==> config.mk <==
export PLATFORM = sky130hd
export DESIGN_NAME = dic_time_uart_tx_flat
export DESIGN_NICKNAME = d
export VERILOG_FILES = /design/src/rtl/dic_time_uart_tx_if.sv /design/src/rtl/dic_time_uart_tx.sv /design/src/flat_wrapper.sv
export SDC_FILE = /design/constraint.sdc
export NUM_CORES = 1
export LEC_CHECK = 0
export CAP_MARGIN = 5
export CORE_ASPECT_RATIO = 2
export CORE_MARGIN = 4
export CORE_UTILIZATION = 50
export DETAILED_ROUTE_END_ITERATION = 8
export PLACE_DENSITY_LB_ADDON = 0.12
export SLEW_MARGIN = 20
export SYNTH_ARGS = -nofsm -noshare
export SYNTH_HDL_FRONTEND = slang
export SYNTH_SLANG_ARGS = --single-unit
==> constraint.sdc <==
create_clock -name clk -period 2.4 [get_ports clk]
set_input_delay 0.6 -clock clk [delete_from_list [all_inputs] [get_ports clk]]
set_output_delay 0.6 -clock clk [all_outputs]
set_load 0.03 [all_outputs]
==> src/rtl/dic_time_uart_tx_if.sv <==
// Bundle of request, snapshot data and serial status signals for the clock's
// console transmitter. The master drives the request and digits; the slave
// (the transmitter) drives the serial line and status pulses.
interface dic_time_uart_tx_if;
  logic       send;
  logic [3:0] min_tens;
  logic [3:0] min_ones;
  logic [3:0] sec_tens;
  logic [3:0] sec_ones;
  logic       alarm_ena;
  logic       uart_tx;
  logic       busy;
  logic       done;
  logic       overrun;

  modport master (
    output send, min_tens, min_ones, sec_tens, sec_ones, alarm_ena,
    input  uart_tx, busy, done, overrun
  );

  modport slave (
    input  send, min_tens, min_ones, sec_tens, sec_ones, alarm_ena,
    output uart_tx, busy, done, overrun
  );
endinterface

==> src/rtl/dic_time_uart_tx.sv <==
// Console transmitter for the clock: on each send request it snapshots the
// time digits and alarm flag, then shifts out the 7-character frame
// "MT MO : ST SO A CR" as 8N1 serial data, LSB first.
module dic_time_uart_tx #(
  parameter int unsigned BAUD_DIV = 104
) (
  input logic             clk,
  input logic             rst,
  dic_time_uart_tx_if.slave bus
);

  typedef enum logic [1:0] {IDLE, START, DATA, STOP} TxState;

  localparam logic [15:0] BAUD_LAST = 16'(BAUD_DIV - 1);

  TxState      state;
  logic [15:0] baudCnt;
  logic [2:0]  bitCnt;
  logic [2:0]  charIdx;
  logic [7:0]  frameBuf [0:6];
  logic        txReg;
  logic        busyReg;
  logic        doneReg;
  logic        overrunReg;
  logic        baudWrap;
  logic        accept;

  // A digit outside 0..9 is shown as '?' so bad BCD is visible on the terminal.
  function automatic logic [7:0] digitChar(input logic [3:0] d);
    return (d <= 4'd9) ? {4'h3, d} : 8'h3F;
  endfunction

  assign baudWrap = (baudCnt == BAUD_LAST);
  assign accept   = bus.send && (state == IDLE);

  // Snapshot the whole frame at acceptance so later input changes cannot leak in.
  always_ff @(posedge clk) begin
    if (!rst && accept) begin
      frameBuf[0] <= digitChar(bus.min_tens);
      frameBuf[1] <= digitChar(bus.min_ones);
      frameBuf[2] <= 8'h3A;
      frameBuf[3] <= digitChar(bus.sec_tens);
      frameBuf[4] <= digitChar(bus.sec_ones);
      frameBuf[5] <= bus.alarm_ena ? 8'h40 : 8'h20;
      frameBuf[6] <= 8'h0D;
    end
  end

  // Framing FSM: every bit lasts one full baud-counter wrap, characters follow
  // each other with no idle gap, and all outputs are registered here.
  always_ff @(posedge clk) begin
    if (rst) begin
      state      <= IDLE;
      baudCnt    <= '0;
      bitCnt     <= '0;
      charIdx    <= '0;
      txReg      <= 1'b1;
      busyReg    <= 1'b0;
      doneReg    <= 1'b0;
      overrunReg <= 1'b0;
    end else begin
      doneReg    <= 1'b0;
      overrunReg <= bus.send && (state != IDLE);
      case (state)
        IDLE: begin
          if (bus.send) begin
            state   <= START;
            baudCnt <= '0;
            bitCnt  <= '0;
            charIdx <= '0;
            txReg   <= 1'b0;
            busyReg <= 1'b1;
          end
        end
        START: begin
          if (baudWrap) begin
            baudCnt <= '0;
            bitCnt  <= '0;
            state   <= DATA;
            txReg   <= frameBuf[charIdx][0];
          end else begin
            baudCnt <= baudCnt + 16'd1;
          end
        end
        DATA: begin
          if (baudWrap) begin
            baudCnt <= '0;
            if (bitCnt == 3'd7) begin
              state <= STOP;
              txReg <= 1'b1;
            end else begin
              bitCnt <= bitCnt + 3'd1;
              txReg  <= frameBuf[charIdx][bitCnt + 3'd1];
            end
          end else begin
            baudCnt <= baudCnt + 16'd1;
          end
        end
        STOP: begin
          if (baudWrap) begin
            baudCnt <= '0;
            if (charIdx == 3'd6) begin
              state   <= IDLE;
              charIdx <= '0;
              busyReg <= 1'b0;
              doneReg <= 1'b1;
            end else begin
              charIdx <= charIdx + 3'd1;
              state   <= START;
              txReg   <= 1'b0;
            end
          end else begin
            baudCnt <= baudCnt + 16'd1;
          end
        end
        default: state <= IDLE;
      endcase
    end
  end

  assign bus.uart_tx = txReg;
  assign bus.busy    = busyReg;
  assign bus.done    = doneReg;
  assign bus.overrun = overrunReg;

endmodule
==> src/flat_wrapper.sv <==
// flat-port wrapper written by rule: the top's interface ports become plain ports
module dic_time_uart_tx_flat 
#(
  parameter int unsigned BAUD_DIV = 104
)
  (clk, rst, bus_send, bus_min_tens, bus_min_ones, bus_sec_tens, bus_sec_ones, bus_alarm_ena, bus_uart_tx, bus_busy, bus_done, bus_overrun);
  dic_time_uart_tx_if bus_i ();
  input logic clk;
  input logic rst;
  input wire logic [$bits(bus_i.send)-1:0] bus_send;
  input wire logic [$bits(bus_i.min_tens)-1:0] bus_min_tens;
  input wire logic [$bits(bus_i.min_ones)-1:0] bus_min_ones;
  input wire logic [$bits(bus_i.sec_tens)-1:0] bus_sec_tens;
  input wire logic [$bits(bus_i.sec_ones)-1:0] bus_sec_ones;
  input wire logic [$bits(bus_i.alarm_ena)-1:0] bus_alarm_ena;
  output wire logic [$bits(bus_i.uart_tx)-1:0] bus_uart_tx;
  output wire logic [$bits(bus_i.busy)-1:0] bus_busy;
  output wire logic [$bits(bus_i.done)-1:0] bus_done;
  output wire logic [$bits(bus_i.overrun)-1:0] bus_overrun;
  assign bus_i.send = bus_send;
  assign bus_i.min_tens = bus_min_tens;
  assign bus_i.min_ones = bus_min_ones;
  assign bus_i.sec_tens = bus_sec_tens;
  assign bus_i.sec_ones = bus_sec_ones;
  assign bus_i.alarm_ena = bus_alarm_ena;
  assign bus_uart_tx = bus_i.uart_tx;
  assign bus_busy = bus_i.busy;
  assign bus_done = bus_i.done;
  assign bus_overrun = bus_i.overrun;
  dic_time_uart_tx #(.BAUD_DIV(BAUD_DIV)) u_core (.clk(clk), .rst(rst), .bus(bus_i));
endmodule
---- Word-level counts from Yosys, hierarchy flattened ----
Memories as Yosys holds them, arrays and structs flattened. A register that Yosys moved wholly into a read port is not among the register bits.
Index checks and enable logic that the tools add are counted.
cells by class
  add/subtract/negate cells ............... 3
  order comparisons ....................... 5
  equal/unequal tests ..................... 14
  muxes and demuxes ....................... 41
  bitwise logic cells ..................... 2
  reduce and logical (&&, ||, !) cells .... 15
operator list
  operator                                                              number
  16-bit two-way mux                                                    2
  16-bit case mux with 2 select lines                                   1
  3-bit two-way mux                                                     8
  16-bit by 1-bit adder with 16-bit output, second input constant       1
  16-bit by 7-bit == test with 1-bit output, second input constant      1
  4-bit less-or-equal comparator, second input constant                 4
  4-bit two-way mux                                                     4
  5-bit AND reduction                                                   3
  1-bit two-way mux                                                     14
  2-bit two-way mux                                                     5
  2-bit by 1-bit != test with 1-bit output, second input constant       5
  3-bit case mux with 3 select lines                                    1
  2-bit case mux with 4 select lines                                    1
  7-bit two-way mux                                                     1
  3-bit by 1-bit adder with 3-bit output, second input constant         2
  3-bit == test, second input constant                                  2
  2-bit != test, second input constant                                  3
  3-bit case mux with 2 select lines                                    1
  3-bit OR reduction                                                    2
  2-bit == test, second input constant                                  2
  3-bit by 4-bit < comparator with 1-bit output, second input constant  1
  1-bit case mux with 4 select lines                                    1
  4-bit AND reduction                                                   1
  2-bit nonzero test                                                    2
  other kinds (9)                                                       12
storage, ports and cells
  bits in registers ....................... 28
  memory bits (writable) .................. 49
  output and inout bits ................... 4
  memories kept ........................... 1
memory list
  name             words  width  read ports  clocked after memory_dff  wr ports  RTL line                text
  u_core.frameBuf  7      7      1           1                         7         dic_time_uart_tx.sv:20  logic [7:0] frameBuf [0:6];

---- Longest topological paths before layout ----
Gate-level depths: netlist (run 1).
  depth after elaboration ................. 6
  gate-level depth with buffers ........... 9

---- Worst setup path after synthesis (run 1) ----
Ideal clock, no wire load.
  kind .................................... reg2reg
  start ................................... reg u_core.state[0]
  end ..................................... reg u_core.bitCnt[0]
  arrival time ............................ 1905 ps
  required time ........................... 2329 ps
  path slack .............................. 424 ps
  cell stages (with the launch flop) ...... 9
  path buffers ............................ 2
  clock period less this slack ............ 1976 ps
  cell sequence ........................... dfxtp_1 -> inv_1 -> ha_1 -> clkbuf_1 -> nor2b_1 -> or3_1 -> clkbuf_2 -> or3b_1 -> a21oi_1
between the ends
  cells in the longest elaborated chain, start to end .. 3
RTL lines
  what                                                   RTL line                text
  start: declaration                                     dic_time_uart_tx.sv:16  TxState state;
  start signal: assignment                               dic_time_uart_tx.sv:53  state <= IDLE;
  start signal: assignment                               dic_time_uart_tx.sv:67  state <= START;
  start signal: assignment                               dic_time_uart_tx.sv:79  state <= DATA;
  2-bit == test, or another cell as far along            dic_time_uart_tx.sv:64  case (state)
  2-bit != test (no line), or another cell as far along  n/a
  5-bit AND reduction (no line)                          n/a
  end signal: assignment                                 dic_time_uart_tx.sv:92  bitCnt <= bitCnt + 3'd1;
  end: declaration                                       dic_time_uart_tx.sv:18  logic [2:0] bitCnt;
Several ways; a longest one is shown, not always the timed one.
A chain may end at the register's enable or synchronous reset.

---- Final worst setup path (run 1) ----
  start ................................... reg u_core.baudCnt[8]
  end ..................................... reg u_core.bitCnt[0]
between the ends
  cells in the longest elaborated chain, start to end .. 3
RTL lines
  what                                                RTL line                 text
  start: declaration                                  dic_time_uart_tx.sv:17   logic [15:0] baudCnt;
  start signal: assignment                            dic_time_uart_tx.sv:82   baudCnt <= baudCnt + 16'd1;
  start signal: assignment                            dic_time_uart_tx.sv:96   baudCnt <= baudCnt + 16'd1;
  start signal: assignment                            dic_time_uart_tx.sv:113  baudCnt <= baudCnt + 16'd1;
  16-bit by 7-bit == test with 1-bit output *         dic_time_uart_tx.sv:33   assign baudWrap = (baudCnt == BAUD_LAST);
  2-bit by 1-bit != test with 1-bit output (no line)  n/a
  5-bit AND reduction (no line) *                     n/a
Every way passes the cells marked *; elsewhere a longest branch is shown, timed or not.

==> results.txt, run 1 <==
Pwr Total = 2.48 mW
vias in the first global route = 2005
hold_sp = u_core.baudCnt[15]
Layout fillers = 420
CP max FO = 7
Yosys cell types = 46
post-CTS sizing = 0
crit end category = flop
first-pass GRT wire length = 9230 um
critical path type = reg -> reg
Root Buffer = clkbuf_8
number of flops mapped to enable cells by yosys = 18
FFs w/ async S/R, synth = 0
vias after detailed routing = 2059
clock insertion delay at the later pin of the skew report = 0.30 ns
final worst path period share = 0.901
Final Hold Vio Count = 0
dpl hpwl = 4160 um
post-synthesis cell area = 2460 um2
number of max-cap violations = 0
drt pass-1 iters = 4
routed length per placed instance = 16.3 um
Setup Buffers After CTS = 0
Seq cells post-synth = 49
# rows = 35
Final Cell Area = 2860 um2
Slew headroom = 0.725
r2r endpoint = u_core.bitCnt[0]
Hold Path Class = reg -> reg
reg2reg path depth = 6
Critical Path RT = 2.64 ns
Primary FF master, synth = dfxtp_1
Final setup violation count = 0
Worst path slowest cell = nor4_1
antenna violations before repair = 0
GPL Wtd Cong = 0.817
Iter 0 DRT Violations = 64
CTS max path bufs = 2
Layout Nets = 317
GRT Residual Overflow = 0
yosys warns = 0
Pleak = 1.05 nW
Post-synth top cells = dfxtp_1, nor2_1, a21oi_1, o21ai_0, edfxtp_1
Worst-Margin Slew = 0.409 ns
DRC errors left = 0
fmax = 0.462 GHz
DR vias/cell = 5.95
Cells after Synth = 270
layout cells sized above 1 = 0.0653
Yosys top cell area share = 0.252
Post-DRT Antenna Nets = 0
Layout area overhead = 16.3%
Core Area = 4690 um2
largest net degree at the start of global routing = 29
crit path cell chain = nor4_1 > and4b_1 > a21oi_1 > or3_1 > or3b_1 > a21oi_1
Final Util = 0.610
Die Ht = 107 um
Worst Skew = 0.00754 ns
CTS tree = built
Cell Area, Placed = 2740 um2
Worst EP arrival = 2.40 ns
max incr delay on CP = 0.40 ns
min Tclk post-route = 2.16 ns
post-synthesis sequential area ratio = 0.472
cell depth of the worst hold path = 1
GRT Overall Usage = 0.191
final cell count without fillers = 346
post-placement cell count = 338
TNS Setup = 0 ns
syn_area_per_cell = 9.11 um2
port bufs = 23
diode count = 0
most common cell in the netlist = dfxtp_1
VDD IR max = 0.890 mV
Worst-path clk slew = 0.09 ns
RSZ-0062 raised after global routing = false
htree depth = 2
# hold bufs at CTS = 0
Buf/Inv on CP = 0
io pins = 24
final slew viol count = 0
most used cell, CP = a21oi_1
clock sinks = 49
cts bufs inserted = 5
WHS Endpoint = u_core.baudCnt[15]
worst r2r src = u_core.baudCnt[8]
reg2reg setup slack = 0.24 ns
Initial Util = 0.525
Die ar. = 6170 um2
CP startpoint kind = flop
Syn Nets = 297
status = complete, no violations
CP delay by family, top = simple AND/OR/NAND/NOR gates
area leader, netlist = dfxtp_1
Detailed Route WL = 5620 um
Power Density = 867 nW/um2
Die Wd = 57.6 um
top post-synthesis cells by area = dfxtp_1, edfxtp_1, a21oi_1
[how the worst max path moves through the flow]
stage,start,end,slack [ns],cells after the start
6_report,u_core.baudCnt[8],u_core.bitCnt[0],0.24,6
5_1_grt,u_core.baudCnt[8],u_core.bitCnt[0],0.16,6
4_1_cts,u_core.baudCnt[8],u_core.bitCnt[0],0.25,6
3_5_place_dp,bus_send,u_core.charIdx[1],0.25,7
3_3_place_gp,bus_send,u_core.bitCnt[0],0.28,5
2_1_floorplan,u_core.state[0],u_core.bitCnt[0],0.42,8
[logic make-up after synthesis]
| family | after synthesis | share of synthesized area |
|---|---|---|
| buf+inv | 26 | 0.0407 |
| fa+ha+maj | 7 | 0.0356 |
| simple gates | 96 | 0.205 |
| flops | 49 | 0.472 |
| mux | 4 | 0.0163 |
| compound gates | 88 | 0.231 |
[cell usage in the layout (no fill, tap or decap), types with 2 or more instances in the layout]
| master | instances |
|---|---|
| a22oi_1 | 4 |
| nand4_1 | 4 |
| a211oi_1 | 2 |
| or3_1 | 2 |
| and3_1 | 5 |
| nor2b_1 | 4 |
| dfxtp_1 | 31 |
| nor2_1 | 29 |
| clkdlybuf4s50_1 | 23 |
| o31ai_1 | 2 |
| nor3b_1 | 5 |
| nand3_1 | 6 |
| a21o_1 | 11 |
| nand2_1 | 13 |
| a311oi_1 | 6 |
| a31o_2 | 2 |
| o21ai_0 | 22 |
| a211o_1 | 3 |
| mux2i_1 | 4 |
| a21oi_1 | 22 |
| ha_1 | 7 |
| and2_1 | 3 |
| a31oi_1 | 4 |
| inv_1 | 9 |
| nand2b_1 | 9 |
| nand3b_1 | 2 |
| edfxtp_1 | 18 |
| clkbuf_8 | 5 |
| nor3_1 | 6 |
| nor4_1 | 2 |
| o211ai_1 | 2 |
| buf_4 | 7 |
[area by class of cell]
type | instances | area (um2) | share of cell area
Tap cell | 55 | 68.8 | 0.0241
Timing Repair Buffer | 30 | 283 | 0.0989
Multi-Input combinational cell | 195 | 1200 | 0.419
Clock buffer | 5 | 68.8 | 0.0241
Sequential cell | 49 | 1160 | 0.406
Inverter | 9 | 33.8 | 0.0118
Clock inverter | 3 | 46.3 | 0.0162
[registers in the layout, summed over array words and instances, names as in the netlist, named ones only]
register / cells
u_core.bus.uart_tx: 1
u_core.bus.done: 1
u_core.bus.overrun: 1
u_core.charIdx: 3
u_core.bus.busy: 1
u_core.bitCnt: 3
u_core.baudCnt: 16
u_core.frameBuf: 18
u_core.state: 2
[per-layer routing]
metal	track usage	vias up	routed length [um]
li1	-	1028	-
met1	0.200	985	2170
met2	0.370	31	3220
met3	0.0241	15	105
met4	0.0680	0	131
met5	0	-	0
[metrics by stage]
stage	setup slack [ns]	hold slack, ns
after floorplan	0.424	0.449
after global placement	0.277	0.481
after detailed placement	0.249	0.483
after CTS	0.252	0.506
after global routing	0.164	0.534
final	0.237	0.506
[worst reg2reg max path: stages, from the launching register on]
cell	delay, ns
dfxtp_1	0.38
nor4_1	0.40
and4b_1	0.40
a21oi_1	0.09
or3_1	0.32
or3b_1	0.37
a21oi_1	0.13
[report_power, final]
part           internal [mW]  total [mW]  leakage, nW  switching, mW
clock                  0.312       0.592       0.0543          0.280
sequential             0.962        1.02        0.415         0.0604
combinational          0.351       0.863        0.579          0.512
Note: power is estimated with default switching activity, not from simulation.
==> run 2, diff against run 1 <==
==> constraint.sdc (replaced) <==
create_clock -name clk -period 2.6 [get_ports clk]
set_input_delay 0.65 -clock clk [delete_from_list [all_inputs] [get_ports clk]]
set_output_delay 0.65 -clock clk [all_outputs]
set_load 0.03 [all_outputs]
==> run 2 against run 1 <==
Net effect:
- power down 13%
- largest cell class unchanged
- largest power group unchanged
- cell area down 1.5%
- maximum frequency down 1.4%
- register-to-register slack better by 0.17 ns
- critical endpoint is now u_core.baudCnt[7]
==> results.txt, run 2 (synthesis results as in run 1) <==
max reg flops = 18
Slew headroom = 0.647
reg2reg path depth = 8
clock sinks = 49
Pleak = 1.03 nW
RSZ-0062 raised after global routing = false
Final Hold Vio Count = 0
Worst EP arrival = 2.41 ns
WHS Endpoint = u_core.baudCnt[15]
antenna violations before repair = 0
htree depth = 2
cts bufs inserted = 5
layout cells sized above 1 = 0.0588
Setup Buffers After CTS = 0
# hold bufs at CTS = 0
Initial Util = 0.525
VDD IR max = 0.652 mV
vias after detailed routing = 2064
Worst-Margin Slew = 0.529 ns
r2r endpoint = u_core.baudCnt[7]
Core Area = 4690 um2
Worst-path clk slew = 0.09 ns
Root Buffer = clkbuf_8
Met2 Wirelength = 3290 um
Die ar. = 6170 um2
diode count = 0
post-CTS sizing = 0
worst r2r src = u_core.baudCnt[0]
GRT Residual Overflow = 0
CTS max path bufs = 2
Die Ht = 107 um
Iter 0 DRT Violations = 101
vias in the first global route = 2114
Power Density = 769 nW/um2
# rows = 35
DR vias/cell = 6.00
Fin Hold WS = 0.497 ns
most frequent cells in the layout = dfxtp_1, nor2_1, clkdlybuf4s50_1
io pins = 24
first-pass GRT wire length = 9470 um
Layout area overhead = 14.5%
number of max-cap violations = 0
min Tclk post-route = 2.19 ns
fmax = 0.456 GHz
top flop regs = u_core.frameBuf: 18 flops, u_core.baudCnt: 16 flops
highest routed layer = met4
Biggest register = u_core.frameBuf
M1 wire length = 2070 um
CTS tree = built
clock insertion delay at the later pin of the skew report = 0.30 ns
reg2reg setup slack = 0.41 ns
commonest non-fill, non-tap cell in the layout = dfxtp_1
Final setup violation count = 0
GRT Overall Usage = 0.197
GPL Wtd Cong = 0.838
Hold Path Class = reg -> reg
port bufs = 23
Detailed Route WL = 5700 um
Met3 Routed Length = 175 um
TNS Setup = 0 ns
CP startpoint kind = flop
Layout fillers = 435
Post-DRT Antenna Nets = 0
routed length per placed instance = 16.6 um
cell depth of the worst hold path = 1
largest net degree at the start of global routing = 29
status = complete, no violations
register area = 1160 um2
Die Wd = 57.6 um
final worst path period share = 0.844
Worst Skew = 0.00426 ns
drt pass-1 iters = 4
dpl hpwl = 4270 um
final slew viol count = 0
area of the multi-input gates = 1200 um2
hold_sp = u_core.baudCnt[15]
CP max FO = 13
crit end category = flop
DRC errors left = 0
Critical Path RT = 2.81 ns
critical path type = reg -> reg
Pwr Total = 2.17 mW
Layout Nets = 315
-- run 2: how the worst max path moves through the flow --
stage / slack (ns) / from / to / cells past startpoint
finish: 0.41 / u_core.baudCnt[0] / u_core.baudCnt[7] / 8
global route: 0.26 / u_core.baudCnt[0] / u_core.baudCnt[7] / 8
CTS: 0.44 / u_core.baudCnt[0] / u_core.baudCnt[7] / 8
detailed placement: 0.26 / bus_send / u_core.bitCnt[0] / 5
global placement: 0.30 / bus_send / u_core.bitCnt[0] / 5
floorplan: 0.62 / u_core.state[0] / u_core.bitCnt[0] / 8
-- run 2: stage by stage --
step / std cells / setup WS [ns] / area [um2] / utilization
2_1_floorplan: 270 / 0.624 / 2460 / -
3_3_place_gp: 336 / 0.305 / 2730 / 0.582
5_1_grt: 344 / 0.264 / 2820 / 0.601
4_1_cts: 344 / 0.445 / 2820 / 0.601
6_report: 344 / 0.406 / 2820 / 0.601
3_5_place_dp: 336 / 0.258 / 2730 / 0.582
-- run 2: worst max-delay path, cell delays in order (launching register included) --
cell and delay (ns):
dfxtp_1 0.35, ha_1 0.25, nand4_1 0.11, and4b_1 0.22, buf_4 0.17, or2_2 0.40, nor2_1 0.22, a31oi_1 0.13
a311oi_1 0.25
-- run 2: layout make-up --
class / instances / share of cell area
Timing Repair Buffer: 28 / 0.0951
Inverter: 9 / 0.0120
Clock buffer: 5 / 0.0244
Tap cell: 55 / 0.0244
Clock inverter: 3 / 0.00622
Multi-Input combinational cell: 195 / 0.425
Sequential cell: 49 / 0.412
-- run 2: per-layer routing --
| metal | GRT usage | up-vias |
|---|---|---|
| li1 | - | 1027 |
| met1 | 0.191 | 981 |
| met2 | 0.384 | 42 |
| met3 | 0.0289 | 14 |
| met4 | 0.0929 | 0 |
| met5 | 0 | - |
-- run 2: power breakdown --
group	switching [mW]	total [mW]	leakage [nW]	internal, mW
Sequential	0.0575	0.945	0.415	0.888
Clock	0.254	0.440	0.0439	0.186
Combinational	0.470	0.780	0.569	0.310
